--- config.mk ---
export PLATFORM = sky130hd
export DESIGN_NAME = ifm_stream_ctrl
export DESIGN_NICKNAME = d
export VERILOG_FILES = /design/src/rtl/ifm_pkg.sv /design/src/rtl/word_buf2.sv /design/src/rtl/ifm_stream_ctrl.sv
export SDC_FILE = /design/constraint.sdc
export NUM_CORES = 2
export LEC_CHECK = 0
export BUFFER_PORTS_ARGS = -buffer_cell sky130_fd_sc_hd__buf_2
export CAP_MARGIN = 20
export CORE_AREA = 2 2 287 572
export CTS_CLUSTER_SIZE = 8
export DETAILED_ROUTE_END_ITERATION = 12
export DIE_AREA = 0 0 289 574
export PLACE_DENSITY = 0.47
export SYNTH_ARGS = -nofsm -noshare
export SYNTH_HDL_FRONTEND = slang
export SYNTH_HIERARCHICAL = 1
export SYNTH_SLANG_ARGS = --single-unit
--- constraint.sdc ---
create_clock -name clk -period 9.6 [get_ports clk]
set_clock_uncertainty 0.15 [all_clocks]
set_input_delay 0.96 -clock clk [delete_from_list [all_inputs] [get_ports clk]]
set_output_delay 0.96 -clock clk [all_outputs]
set_load 0.005 [all_outputs]
--- src/rtl/ifm_pkg.sv ---
// Shared state encoding and width defaults for the IFM stream controller.
package ifm_pkg;

    localparam int unsigned IfmInW  = 512;
    localparam int unsigned IfmOutW = 64;
    localparam int unsigned IfmCntW = 16;

    typedef enum logic [1:0] {
        StIdle,
        StRun,
        StDrain,
        StDone
    } ifm_state_e;

    function automatic int unsigned lanes_of(input int unsigned in_w, input int unsigned out_w);
        return in_w / out_w;
    endfunction

    function automatic int unsigned idx_w_of(input int unsigned lanes);
        return (lanes > 1) ? $clog2(lanes) : 1;
    endfunction

endpackage

--- src/rtl/word_buf2.sv ---
// Two-entry word FIFO kept as head/tail registers so the head is always a direct flop output.
module word_buf2 #(
    parameter int unsigned W = 512
) (
    input  logic         clk,
    input  logic         rst,
    input  logic         push,
    input  logic         pop,
    input  logic [W-1:0] din,
    output logic [W-1:0] head,
    output logic [1:0]   occupancy
);

    logic [W-1:0] head_q, head_d;
    logic [W-1:0] tail_q, tail_d;
    logic [1:0]   occ_q, occ_d;
    logic         do_push, do_pop;

    always_comb begin
        do_push = push && ((occ_q < 2'd2) || pop);
        do_pop  = pop && (occ_q != 2'd0);
        head_d  = head_q;
        tail_d  = tail_q;
        occ_d   = occ_q;
        unique case ({do_push, do_pop})
            2'b10: begin
                if (occ_q == 2'd0) begin
                    head_d = din;
                end else begin
                    tail_d = din;
                end
                occ_d = occ_q + 2'd1;
            end
            2'b01: begin
                head_d = tail_q;
                occ_d  = occ_q - 2'd1;
            end
            2'b11: begin
                // Occupancy is unchanged; the incoming word lands behind whatever remains.
                if (occ_q == 2'd1) begin
                    head_d = din;
                end else begin
                    head_d = tail_q;
                    tail_d = din;
                end
            end
            default: ;
        endcase
    end

    always_ff @(posedge clk) begin
        if (rst) begin
            head_q <= '0;
            tail_q <= '0;
            occ_q  <= '0;
        end else begin
            head_q <= head_d;
            tail_q <= tail_d;
            occ_q  <= occ_d;
        end
    end

    assign head      = head_q;
    assign occupancy = occ_q;

endmodule

--- src/rtl/ifm_stream_ctrl.sv ---
// Per-job controller: buffers stream words and walks them out lane by lane to the conv array.
module ifm_stream_ctrl
    import ifm_pkg::*;
#(
    parameter int unsigned IN_W  = IfmInW,
    parameter int unsigned OUT_W = IfmOutW,
    parameter int unsigned CNT_W = IfmCntW
) (
    input  logic             clk,
    input  logic             rst,
    input  logic             conv_start,
    input  logic [CNT_W-1:0] num_words,
    input  logic [IN_W-1:0]  s_tdata,
    input  logic             s_tvalid,
    output logic             s_tready,
    output logic [OUT_W-1:0] lane_data,
    output logic             lane_valid,
    input  logic             lane_ready,
    output logic             lane_last,
    output logic             busy,
    output logic             done
);

    localparam int unsigned LANES = lanes_of(IN_W, OUT_W);
    localparam int unsigned IdxW  = idx_w_of(LANES);
    localparam logic [IdxW-1:0] LastLane = IdxW'(LANES - 1);

    ifm_state_e       state_q, state_d;
    logic [CNT_W-1:0] job_len_q, job_len_d;
    logic [CNT_W-1:0] rx_cnt_q, rx_cnt_d;
    logic [CNT_W-1:0] pop_cnt_q, pop_cnt_d;
    logic [IdxW-1:0]  lane_idx_q, lane_idx_d;

    logic [IN_W-1:0]  head;
    logic [1:0]       occ;
    logic             push, pop, lane_hs, at_last_lane, lane_phase;
    logic [OUT_W-1:0] lane_sel;

    word_buf2 #(
        .W (IN_W)
    ) u_buf (
        .clk       (clk),
        .rst       (rst),
        .push      (push),
        .pop       (pop),
        .din       (s_tdata),
        .head      (head),
        .occupancy (occ)
    );

    // Outputs depend only on registered state, never combinationally on lane_ready.
    always_comb begin
        lane_phase   = (state_q == StRun) || (state_q == StDrain);
        s_tready     = (state_q == StRun) && (occ < 2'd2) && (rx_cnt_q < job_len_q);
        push         = s_tvalid && s_tready;
        lane_valid   = lane_phase && (occ != 2'd0);
        at_last_lane = (lane_idx_q == LastLane);
        lane_last    = lane_valid && at_last_lane && (pop_cnt_q == job_len_q - CNT_W'(1));
        lane_hs      = lane_valid && lane_ready;
        pop          = lane_hs && at_last_lane;
        busy         = (state_q != StIdle);
        done         = (state_q == StDone);

        lane_sel = '0;
        for (int i = 0; i < int'(LANES); i++) begin
            if (lane_idx_q == IdxW'(i)) begin
                lane_sel = head[i*OUT_W +: OUT_W];
            end
        end
        lane_data = lane_valid ? lane_sel : '0;
    end

    always_comb begin
        state_d    = state_q;
        job_len_d  = job_len_q;
        rx_cnt_d   = rx_cnt_q + CNT_W'(push);
        pop_cnt_d  = pop_cnt_q + CNT_W'(pop);
        lane_idx_d = lane_idx_q;
        if (lane_hs) begin
            lane_idx_d = at_last_lane ? '0 : lane_idx_q + IdxW'(1);
        end

        unique case (state_q)
            StIdle: begin
                if (conv_start) begin
                    if (num_words != '0) begin
                        job_len_d  = num_words;
                        rx_cnt_d   = '0;
                        pop_cnt_d  = '0;
                        lane_idx_d = '0;
                        state_d    = StRun;
                    end else begin
                        state_d = StDone;
                    end
                end
            end
            StRun: begin
                if (rx_cnt_d == job_len_q) begin
                    state_d = StDrain;
                end
            end
            StDrain: begin
                if (lane_hs && lane_last) begin
                    state_d = StDone;
                end
            end
            StDone: begin
                state_d = StIdle;
            end
            default: state_d = StIdle;
        endcase
    end

    always_ff @(posedge clk) begin
        if (rst) begin
            state_q    <= StIdle;
            job_len_q  <= '0;
            rx_cnt_q   <= '0;
            pop_cnt_q  <= '0;
            lane_idx_q <= '0;
        end else begin
            state_q    <= state_d;
            job_len_q  <= job_len_d;
            rx_cnt_q   <= rx_cnt_d;
            pop_cnt_q  <= pop_cnt_d;
            lane_idx_q <= lane_idx_d;
        end
    end

endmodule

# Yosys cells after proc, flatten, opt, wreduce, memory -nomap -nowiden
# Cells that the tools add are included.
dict set report classes {
  reduce_logical 26
  n_lt_le_gt_ge 2
  n_bitwise 0
  add_sub_neg 6
  multipliers 0
  n_eq_ne 22
  n_mux 32
  n_div 0
  shift 0
}
# operator n
set ops {}
lappend ops {{512-bit two-way mux} 4}
lappend ops {{512-bit case mux with 3 select lines} 1}
lappend ops {{512-bit case mux with 2 select lines} 1}
lappend ops {{64-bit two-way mux} 9}
lappend ops {{16-bit two-way mux} 6}
lappend ops {{16-bit by 1-bit adder with 16-bit output} 2}
lappend ops {{16-bit equality test} 2}
lappend ops {{16-bit < comparator} 1}
lappend ops {{16-bit nonzero test} 1}
lappend ops {{16-bit by 1-bit subtractor with 16-bit output (second input constant)} 1}
lappend ops {{3-bit two-way mux} 5}
lappend ops {{3-bit equality test (second input constant)} 4}
lappend ops {{1-bit logical AND} 11}
lappend ops {{3-bit AND reduction} 3}
lappend ops {{2-bit equality test (second input constant)} 4}
lappend ops {{2-bit two-way mux} 4}
lappend ops {{2-bit case mux with 4 select lines} 1}
lappend ops {{2-bit nonzero test} 4}
lappend ops {{2-bit by 1-bit equality test with 1-bit output (second input constant)} 3}
lappend ops {{3-bit by 2-bit equality test with 1-bit output (second input constant)} 2}
lappend ops {{2-bit by 1-bit != test with 1-bit output (second input constant)} 3}
lappend ops {{2-bit != test (second input constant)} 3}
lappend ops {{2-bit logical NOT} 2}
lappend ops {{2-bit case mux with 2 select lines} 1}
lappend ops {{9 further kinds} 10}
dict set report word_totals {
  ramBits 0
  rom_bits 0
  input_bits 533
  latch_bits 0
  regBits 1079
  output_inout_bits 69
  n_memories 0
}

# Logic depth before layout (Yosys ltp)
dict set report logic_depth {
  word_depth 10
  depth_mapped 19
  depth_no_buf 19
}

# Cells and area by module
# Netlist, hierarchy kept.
# mod area_each_um2 n_inst cells_per_inst
set by_module_without_submodules {}
lappend by_module_without_submodules {word_buf2 40302.4 1 4583}
lappend by_module_without_submodules {ifm_stream_ctrl 7882.6 1 1210}

# Worst setup path after synthesis
# OpenSTA, ideal clock, no wires.
dict set report synth_timing {
  path_type {register -> register}
  from {register job_len_q[1]}
  to {register state_q[0]}
  n_path_buf 0
  setup_ps 86
  t_required_ps 9364
  setup_slack_ps 5570
  arrival_time_ps 3794
  synth_period_minus_slack_ps 4030
  stages_incl_launch_ff 20
  path_cell_list {dfxtp_1 inv_1 ha_1 a21o_1 a21o_1 a21oi_1 o21ai_0 a21oi_1 o21ai_0 a21oi_1 ha_1 ha_1 and4_1 nand3_1 a32oi_1 and4_1 o211ai_1 o32a_1 nand2b_1 a211oi_1}
}
dict set report synth_via {
  elab_chain_len 7
}
# item line
set synth_lines {}
lappend synth_lines {{start, declared} ifm_stream_ctrl.sv:29} ;# logic [CNT_W-1:0] job_len_q, job_len_d;
lappend synth_lines {{start signal, assigned} ifm_stream_ctrl.sv:123} ;# job_len_q <= job_len_d;
lappend synth_lines {{16-bit < comparator} ifm_stream_ctrl.sv:54} ;# s_tready = (state_q == StRun) && (occ < 2'd2) && (rx_cnt_q < job_len_q);
lappend synth_lines {{1-bit logical AND} ifm_stream_ctrl.sv:54}
lappend synth_lines {{1-bit logical AND} ifm_stream_ctrl.sv:55} ;# push = s_tvalid && s_tready;
lappend synth_lines {{net push} ifm_stream_ctrl.sv:36} ;# logic push, pop, lane_hs, at_last_lane, lane_phase;
lappend synth_lines {{16-bit by 1-bit adder with 16-bit output} ifm_stream_ctrl.sv:76} ;# rx_cnt_d = rx_cnt_q + CNT_W'(push);
lappend synth_lines {{16-bit equality test} ifm_stream_ctrl.sv:98} ;# if (rx_cnt_d == job_len_q) begin
lappend synth_lines {{2-bit by 1-bit != test with 1-bit output (no line)} n/a}
lappend synth_lines {{3-bit AND reduction (no line)} n/a}
lappend synth_lines {{end signal, assigned} ifm_stream_ctrl.sv:116} ;# state_q <= StIdle;
lappend synth_lines {{end signal, assigned} ifm_stream_ctrl.sv:122} ;# state_q <= state_d;
lappend synth_lines {{end, declared} ifm_stream_ctrl.sv:28} ;# ifm_state_e state_q, state_d;
# The timed path passes the listed nets, and every way through them passes these cells.
# A chain may end at the register's enable or synchronous reset.

# Final worst setup path
dict set report layout_timing {
  from {register lane_idx_q[2]}
  to {output port lane_data[44]}
}
dict set report layout_via {
  elab_chain_len 10
}
# item line
set layout_lines {}
lappend layout_lines {{start, declared} ifm_stream_ctrl.sv:32} ;# logic [IdxW-1:0] lane_idx_q, lane_idx_d;
lappend layout_lines {{start signal, assigned} ifm_stream_ctrl.sv:126} ;# lane_idx_q <= lane_idx_d;
lappend layout_lines {{3-bit logical NOT} ifm_stream_ctrl.sv:66} ;# if (lane_idx_q == IdxW'(i)) begin
lappend layout_lines {{64-bit two-way mux (7 in a row)} ifm_stream_ctrl.sv:66}
lappend layout_lines {{64-bit two-way mux (*)} ifm_stream_ctrl.sv:66}
lappend layout_lines {{64-bit two-way mux (*)} ifm_stream_ctrl.sv:70} ;# lane_data = lane_valid ? lane_sel : '0;
lappend layout_lines {{end, declared} ifm_stream_ctrl.sv:16} ;# output logic [OUT_W-1:0] lane_data,
# Every way passes the cells marked *; elsewhere a longest branch is shown, timed or not.

==> results.sh <==
export IMPL_outcome="finished clean"
export IMPL_grt_pass1_vias=42800
export IMPL_cts_buffers=161
export IMPL_setup_viol=0
export IMPL_max_cap_violations=0
export IMPL_max_slew_margin_pct=7.85
export IMPL_port_buffers=601
export IMPL_start_kind="flip-flop"
export IMPL_die_area_um2=166000
export IMPL_dp_hpwl_mm=117
export IMPL_synth_ff_type="dfxtp_1"
export IMPL_cp_data_arrival_time_ns=5.15
export IMPL_maxSlewViolCount=0
export IMPL_hold_viol_final=0
export IMPL_cts_resized=0
export IMPL_syn_nets=6363
export IMPL_ant_nets=0
export IMPL_syn_avg_cell_area_um2=8.32
export IMPL_grt_max_degree=210
export IMPL_layout_nets=6609
export IMPL_syn_area_um2=48200
export IMPL_design_area_um2=56000
export IMPL_power_density_nw_per_um2=317
export IMPL_grt_overflow_total=0
export IMPL_area_growth_synth_to_final_pct=16.3
export IMPL_htree_levels=4
export IMPL_crit_fanout=39
export IMPL_core_area_um2=162000
export IMPL_place_inst=7985
export IMPL_grt_use_total_pct=21.7
export IMPL_power_leakage_uw=0.0200
export IMPL_worst_slew_pin_slew_ns=1.36
export IMPL_cts_tree="done"
export IMPL_drt_iter0_markers=3333
export IMPL_ys_seq_area_share_pct=44.8
export IMPL_vias=44500
export IMPL_max_freq_mhz=160
export IMPL_synth_edf_count=0
export IMPL_hp_class="in -> reg"
export IMPL_finalSetupTns_ns=0
export IMPL_wire_per_inst_um=23.0
export IMPL_die_h_um=574
export IMPL_cts_root_buf="clkbuf_16"
export IMPL_layout_drive_gt1_share_pct=19.5
export IMPL_drc=0
export IMPL_first_pass_iters=7
export IMPL_yosys_area_top_type="dfxtp_1"
export IMPL_io_pins=602
export IMPL_synth_top_area_share_pct=44.8
export IMPL_yosys_warnings=6
export IMPL_period_needed_ns=6.26
export IMPL_whs_ns=0.271
export IMPL_vias_per_cell=5.44
export IMPL_final_cell_mix="nand2_1, dfxtp_1, nor2_1"
export IMPL_ir_drop_v=0.000262
export IMPL_worst_setup_path_end_kind="output port"
export IMPL_post_route_period_util_pct=65.2
export IMPL_layout_commonest_cell="nand2_1"
export IMPL_synth_area_leaders="dfxtp_1, nand2_1, a221oi_2"
export IMPL_gp_congestion=0.868
export IMPL_worstSkewPairLatency_ns=0.76
export IMPL_rows=209
export IMPL_worstPathRequired_ns=8.49
export IMPL_clockBufferDepth=4
export IMPL_start_util_pct=29.8
export IMPL_drt_total_wl_mm=188
export IMPL_synthCells=5793
export IMPL_yosysUniqueCellTypes=69
export IMPL_placed_area_um2=51800
export IMPL_synth_seq_cells=1079
export IMPL_cts_hold_fix_buffers=0
export IMPL_fin_cells=8180
export IMPL_crit_type="reg -> out"
export IMPL_async_flop_share_pct=0
export IMPL_grt_pass1_wl_mm=279
export IMPL_rsz0062_at_grt="no"
export IMPL_fp_dieW_um=289
export IMPL_antenna_found_initial=52
export IMPL_clk_pin_slew_ns=0.06
export IMPL_final_util_pct=34.7
export IMPL_cts_sinks=1079
export IMPL_cts_setup_buffers=0
-- layout make-up --
type / instances / area (um2)
fillers: 17000 / 106000
multi-input cells: 4095 / 23700
flip-flops and latches: 1079 / 21600
clock buffers: 166 / 4070
repair buffers: 669 / 3750
well taps: 2110 / 2640
inverters: 33 / 124
clock inverters: 8 / 106
diodes: 20 / 50.0
-- through the flow --
| step | power, uW | worst slack, ns |
|---|---|---|
| floorplan | 10900 | 5.57 |
| CTS | 17900 | 3.26 |
| detailed placement | 12800 | 4.02 |
| global placement | 12700 | 4.10 |
| finish | 17800 | 3.34 |
| global route | 18900 | 3.00 |
-- registers in the layout (all words and copies together) (netlist names) --
| signal | count |
|---|---|
| job_len_q | 16 |
| u_buf/occupancy | 2 |
| rx_cnt_q | 16 |
| lane_idx_q | 3 |
| u_buf/tail_q | 512 |
| pop_cnt_q | 16 |
| state_q | 2 |
| u_buf/head | 512 |
-- cells in the mapped netlist (all sizes together), types with 8 or more instances --
library cell and number:
o21ai 203, dfxtp 1079, nor4 12, buf 307, nand2 1181, nand4 11, o311ai 64, xnor2 30
clkbuf 279, inv 33, a221oi 641, xor2 28, nand3 25, nor3 525, and2 8, ha 37
mux2i 18, nor2 701, a21oi 529
-- logic make-up (layout without fill, tap and decap cells) --
kind of cell | count (synthesis) | in the layout | share of synthesized area (%)
XOR/XNOR | 60 | 60 | 1.16
AND/OR/NAND/NOR | 2506 | 2506 | 22.1
other | 0 | 20 | 0
multiplexers | 18 | 18 | 0.374
flip-flops | 1079 | 1079 | 44.8
adder cells (fa/ha/maj) | 37 | 37 | 0.961
buffers and inverters | 619 | 876 | 6.25
AO/OA/AOI/OAI | 1474 | 1474 | 24.3
-- per-layer routing --
metal / wire (um) / track usage [%]
met1: 84300 / 30.0
met2: 86500 / 34.4
met3: 11800 / 3.56
met4: 5370 / 6.76
met5: 143 / 0
-- final timing paths --
path / startpoint / end / slack [ns] / cells past startpoint
worst max-delay path: lane_idx_q[2] / lane_data[44] / 3.34 / 10
worst min-delay path: s_tdata[54] / u_buf/tail_q[54] / 0.27 / 3
worst max register to register: job_len_q[11] / u_buf/head[156] / 3.96 / 15
worst min register to register: u_buf/tail_q[40] / u_buf/tail_q[40] / 0.30 / 2
-- critical path, stage by stage (launching register included) --
cell and delay [ns]:
dfxtp_4 0.70, inv_1 0.22, nand2_4 0.43, buf_4 0.64
nor2_1 0.11, o311ai_1 1.14, o21ai_0 0.38, nor2_1 0.20
a221oi_1 0.08, o21ai_0 0.19, buf_2 0.20
-- report_power, final --
part	internal, uW	switching [uW]	total (uW)
logic	2060	3940	6000
clock network	2970	2050	5010
registers	5940	801	6740
Power figures use the tool's default switching activity.
